## config.mk

```make
export PLATFORM = sky130hd
export DESIGN_NAME = seg_scan_mux
export DESIGN_NICKNAME = d
export VERILOG_FILES = /design/src/rtl/seg_scan_mux.sv
export SDC_FILE = /design/constraint.sdc
export NUM_CORES = 1
export LEC_CHECK = 0
export BUFFER_PORTS_ARGS = -buffer_cell sky130_fd_sc_hd__buf_2
export CAP_MARGIN = 0
export CORE_UTILIZATION = 25
export DETAILED_ROUTE_END_ITERATION = 10
export GPL_TIMING_DRIVEN = 0
export PLACE_DENSITY = 0.41
export SYNTH_ARGS = -nofsm -noshare
export SYNTH_HDL_FRONTEND = slang
export SYNTH_SLANG_ARGS = --single-unit
```

## constraint.sdc

```tcl
create_clock -name clk_in -period 3.8 [get_ports clk_in]
set_input_delay 0.38 -clock clk_in [delete_from_list [all_inputs] [get_ports clk_in]]
set_output_delay 0.38 -clock clk_in [all_outputs]
set_load 0.02 [all_outputs]
```

## src/rtl/seg_scan_mux.sv

```systemverilog
// Scans the core's PC / instruction / data 7-segment patterns onto a 4-digit
// common-anode display, one page at a time, with a stretched branch indicator.
module seg_scan_mux #(
    parameter int unsigned SCAN_DIV   = 50000,
    parameter int unsigned PAGE_DWELL = 250,
    parameter int unsigned BR_STRETCH = 100
) (
    input  logic       clk_in,
    input  logic       reset,
    input  logic [6:0] programcounter_one,
    input  logic [6:0] programcounter_sixteen,
    input  logic [6:0] instruction_one,
    input  logic [6:0] instruction_sixteen,
    input  logic [6:0] data_one,
    input  logic [6:0] data_sixteen,
    input  logic       branch,
    input  logic       page_hold,
    input  logic       page_next,
    output logic [3:0] an,
    output logic [6:0] seg,
    output logic       dp,
    output logic [1:0] page,
    output logic       branch_led
);

    localparam int unsigned PW = (SCAN_DIV > 1) ? $clog2(SCAN_DIV) : 1;
    localparam int unsigned DW = $clog2(PAGE_DWELL + 1);
    localparam int unsigned BW = $clog2(BR_STRETCH + 1);

    localparam logic [6:0] SEG_BLANK = 7'b1111111;
    localparam logic [6:0] SEG_TAG_P = 7'b0001100;
    localparam logic [6:0] SEG_TAG_I = 7'b1001111;
    localparam logic [6:0] SEG_TAG_D = 7'b0100001;

    typedef enum logic [1:0] {
        PG_PC    = 2'd0,
        PG_INSTR = 2'd1,
        PG_DATA  = 2'd2,
        PG_BAD   = 2'd3
    } page_e;

    // Snapshot slots: 0/1 PC one/sixteen, 2/3 instruction, 4/5 data
    logic [5:0][6:0] snap_q, snap_d;

    logic [PW-1:0] presc_q, presc_d;
    logic [1:0]    digit_q, digit_d;
    logic [DW-1:0] dwell_q, dwell_d;
    logic [BW-1:0] br_cnt_q, br_cnt_d;
    page_e         page_q, page_d;
    logic          pn_q;
    logic          led_q, led_d;
    logic [3:0]    an_q, an_d;
    logic [6:0]    seg_q, seg_d;
    logic          dp_q, dp_d;

    logic          tick_c, scan_done_c, pn_rise_c, auto_adv_c, adv_c;
    logic [6:0]    sel_one_c, sel_sixteen_c, tag_c;

    // Scan timing
    always_comb begin
        tick_c      = (presc_q == PW'(SCAN_DIV - 1));
        scan_done_c = tick_c && (digit_q == 2'd3);
        presc_d     = tick_c ? '0 : presc_q + PW'(1);
        digit_d     = tick_c ? digit_q + 2'd1 : digit_q;
    end

    // Page advance requests
    always_comb begin
        pn_rise_c  = page_next && !pn_q;
        auto_adv_c = scan_done_c && (dwell_q == DW'(PAGE_DWELL - 1)) && !page_hold;
        adv_c      = pn_rise_c || auto_adv_c;
    end

    // Page FSM: state register
    always_ff @(posedge clk_in) begin
        if (reset) begin
            page_q <= PG_PC;
        end else begin
            page_q <= page_d;
        end
    end

    // Page FSM: next state; a manual edge and an auto advance together move one page
    always_comb begin
        page_d = page_q;
        case (page_q)
            PG_PC:    if (adv_c) page_d = PG_INSTR;
            PG_INSTR: if (adv_c) page_d = PG_DATA;
            PG_DATA:  if (adv_c) page_d = PG_PC;
            default:  page_d = PG_PC;
        endcase
    end

    // Page FSM: content select, taken from the page being entered so a new
    // scan started on the same edge as a page change shows a single page
    always_comb begin
        sel_one_c     = snap_d[0];
        sel_sixteen_c = snap_d[1];
        tag_c         = SEG_TAG_P;
        case (page_d)
            PG_INSTR: begin
                sel_one_c     = snap_d[2];
                sel_sixteen_c = snap_d[3];
                tag_c         = SEG_TAG_I;
            end
            PG_DATA: begin
                sel_one_c     = snap_d[4];
                sel_sixteen_c = snap_d[5];
                tag_c         = SEG_TAG_D;
            end
            default: begin
                sel_one_c     = snap_d[0];
                sel_sixteen_c = snap_d[1];
                tag_c         = SEG_TAG_P;
            end
        endcase
    end

    // Dwell counter saturates while held so auto advance fires on the first scan after release
    always_comb begin
        dwell_d = dwell_q;
        if (page_d != page_q) begin
            dwell_d = '0;
        end else if (scan_done_c && (dwell_q != DW'(PAGE_DWELL - 1))) begin
            dwell_d = dwell_q + DW'(1);
        end
    end

    // Snapshot capture once per scan
    always_comb begin
        snap_d = snap_q;
        if (scan_done_c) begin
            snap_d = {data_sixteen, data_one,
                      instruction_sixteen, instruction_one,
                      programcounter_sixteen, programcounter_one};
        end
    end

    // Branch stretcher: a live branch reload wins over the scan decrement
    always_comb begin
        br_cnt_d = br_cnt_q;
        led_d    = led_q;
        if (branch) begin
            br_cnt_d = BW'(BR_STRETCH);
            led_d    = 1'b1;
        end else if (scan_done_c && (br_cnt_q != '0)) begin
            br_cnt_d = br_cnt_q - BW'(1);
            if (br_cnt_q == BW'(1)) begin
                led_d = 1'b0;
            end
        end
    end

    // Display drive; dp follows the stretched branch while digit 0 is lit
    always_comb begin
        an_d  = an_q;
        seg_d = seg_q;
        if (tick_c) begin
            an_d = ~(4'b0001 << digit_d);
            case (digit_d)
                2'd0:    seg_d = sel_one_c;
                2'd1:    seg_d = sel_sixteen_c;
                2'd2:    seg_d = SEG_BLANK;
                default: seg_d = tag_c;
            endcase
        end
        dp_d = ~(~an_d[0] & led_d);
    end

    // Datapath registers
    always_ff @(posedge clk_in) begin
        if (reset) begin
            presc_q  <= '0;
            digit_q  <= '0;
            dwell_q  <= '0;
            br_cnt_q <= '0;
            pn_q     <= 1'b0;
            led_q    <= 1'b0;
            snap_q   <= '1;
            an_q     <= 4'hF;
            seg_q    <= SEG_BLANK;
            dp_q     <= 1'b1;
        end else begin
            presc_q  <= presc_d;
            digit_q  <= digit_d;
            dwell_q  <= dwell_d;
            br_cnt_q <= br_cnt_d;
            pn_q     <= page_next;
            led_q    <= led_d;
            snap_q   <= snap_d;
            an_q     <= an_d;
            seg_q    <= seg_d;
            dp_q     <= dp_d;
        end
    end

    assign an         = an_q;
    assign seg        = seg_q;
    assign dp         = dp_q;
    assign page       = page_q;
    assign branch_led = led_q;

endmodule

```

==> impl_metrics.tcl <==
set metrics [dict create \
    synth_most_common_cell "dfxtp_1" \
    drcViolationCount 0 \
    hp-start "page_next" \
    drv_slew 0 \
    crit_path_end_kind "register" \
    grt_max_degree 15 \
    yosysWarnings 0 \
    pwr_density_cell_nw_per_um2 403 \
    synth-edff-count 0 \
    cts_tree "built" \
    finalSetupViolations 0 \
    fin_nets 580 \
    die_x_um 131 \
    grt_usage_pct 13.4 \
    first_pass_iters 4 \
    cap_violations 0 \
    area_growth_syn_to_layout_pct 21.1 \
    reg2reg_depth 14 \
    min_period_over_period_pct 92.1 \
    hold_path.class "in2reg" \
    antenna_found_initial 1 \
    synth_nets 507 \
    overflow 0 \
    hold_depth 3 \
    antenna_left 0 \
    hold_violations 0 \
    yosys-top-cells-area "dfxtp_1 44%, mux2i_1 8.6%, nand2b_1 6.1%" \
    layoutNonFillerInstCount 745 \
    floorplan.initialDensity_pct 25.9 \
    p_leak_nw 2.16 \
    grt_pass1_wl_mm 17.8 \
    min_period_ps 3500 \
    status "complete, no violations" \
    numCtsBuffers 9 \
    vias 3348 \
    holdWs_ps 267 \
    rr_endpoint "seg[4]" \
    drt_iter0_markers 152 \
    grt_pass1_vias 3311 \
    syn-instance-count 450 \
    synth_top_cell_area_share_pct 43.6 \
    num_rows 46 \
    place_hpwl_mm 8.37 \
    synth_top_area_cell "dfxtp_1" \
    die_area_um2 17200 \
    clk_latency_ps 340 \
    cts_num_sinks 91 \
    coreArea_um2 16100 \
    drt-total-wl_mm 11.1 \
    rsz0062_at_grt "false" \
    cts_buffer_depth 2 \
    wl_per_cell_um 15.0 \
    start_kind "register" \
    synthFlopType "dfxtp_1" \
    avgSynthCellArea_um2 9.28 \
    async_flop_share_pct 0 \
    drive_gt1_share_pct 19.3 \
    ios 62 \
    path_clk_slew_ps 70 \
    peakVddDrop_mv 0.214 \
    fillers 1736 \
    dpl.cell_count 727 \
    synth_common_cells "91 x dfxtp_1, 48 x nor2_1, 41 x nand2b_1" \
    timing.final.ws_setup_ps 299 \
    skew_ps 6.97 \
    vias_per_cell 4.49 \
    p_total_mw 2.04 \
    tightest_slew_ps 772 \
    chipHeight_um 131 \
    max_freq_mhz 286 \
    cts_root_buffer "clkbuf_16" \
    r2r-start "digit_q[0]" \
    arrival_ps 3790 \
    synth_seq_cells 91 \
    pre_cts_ws_ps -152 \
    htreeDepth 3 \
    cp_max_fo 10 \
    crit_type "reg2reg" \
    syn_area_um2 4180 \
    yosysUniqueCellTypes 58 \
    worstHoldEndpoint "pn_q" \
    routabilityCongestion 0.761 \
    critPathRequiredTime_ps 4090 \
    seq_area_frac_synth_pct 43.6 \
    regToRegSetupSlack_ps 300 \
    slew_headroom_pct 48.4 \
    port-buffer-count 61 \
]
registers in the layout (all words and copies together), names as in the netlist:
register / flops
dwell_q: 8
dp: 1
digit_q: 2
page: 2
seg: 7
snap_q: 42
pn_q: 1
an: 4
branch_led: 1
presc_q: 16
br_cnt_q: 7
worst max-delay path, cell delays in order, from the launching register on:
cell and delay, ps:
dfxtp_1 400, ha_1 180, and4_1 260, nand4_4 220, o32a_1 420, nor2_1 110
a22oi_1 130, inv_1 100, ha_2 270, clkinv_1 370, o22ai_1 320, mux4_2 320
nand3_1 80, and3_1 210, nand2_1 50
how the worst max path moves through the flow:
stage,start,endpoint,slack [ps]
CTS,presc_q[6],seg[5],10
finish,digit_q[0],seg[4],300
global route,presc_q[0],seg[2],20
global placement,presc_q[11],seg[6],-120
floorplan,presc_q[0],seg[6],710
detailed placement,presc_q[6],seg[6],-150
kinds of logic (layout without fill, tap and decap cells):
logic type               Yosys count  count (layout)  synth area share, %
adder cells (fa/ha/maj)           10              10                 3.00
flip-flops                        91              91                 43.6
other                              0               1                    0
XOR/XNOR                          28              28                 5.87
buffers and inverters             38             116                 3.75
AO/OA/AOI/OAI                     54              54                 9.08
multiplexers                      37              37                 9.17
AND/OR/NAND/NOR                  192             192                 25.5
what timing repair did:
item | CTS | global route
buffers inserted | 0 | 2
hold buffers | 0 | 0
resized for setup | 0 | 5
gates cloned | 0 | 0
hold endpoints to repair | 0 | 0
endpoints found under the setup margin | 3 | 6
per-stage QoR:
| stage | cell area, um^2 | util, % | setup TNS [ps] |
|---|---|---|---|
| global route | 5050 | 31.4 | 0 |
| finish | 5050 | 31.4 | 0 |
| CTS | 5030 | 31.2 | 0 |
| floorplan | 4180 | - | 0 |
| detailed placement | 4750 | 29.5 | -370 |
| global placement | 4750 | 29.5 | -281 |
power by group:
group | internal, mW | leakage, nW | switching (mW)
registers | 0.962 | 0.738 | 0.00745
clock network | 0.477 | 0.135 | 0.378
logic | 0.0840 | 1.28 | 0.130
total | 1.52 | 2.16 | 0.515
cell type report:
class                           count  area, um^2  share of cell area (%)
Clock buffer                       12         256                    5.07
Sequential cell                    91        1820                    36.0
Clock inverter                      4        25.0                   0.495
Tap cell                          216         270                    5.35
Multi-Input combinational cell    321        2200                    43.5
Buffer                             21        93.8                    1.86
Antenna cell                        1        2.50                  0.0495
Inverter                           16        63.8                    1.26
Timing Repair Buffer               63         320                    6.34
layer usage:
layer	part of all wire, %	track usage, %	wire [um]
met5	0	0	0
met4	2.1	6.08	236
met3	4.0	3.20	448
met2	44	20.7	4910
met1	50	17.7	5550
cells in the final DEF, fill, tap and decap left out, drive strengths merged, types with 8 or more instances in the layout:
master and instances:
inv 14, a21oi 11, clkbuf 26, buf 70
nand2b 41, nand2 33, nor2 48, dfxtp 91
nor3 13, o22ai 10, nand4 8, xnor2 12
mux2i 36, ha 10, nand3 14, xor2 16
(Power assumes the default switching activity.)
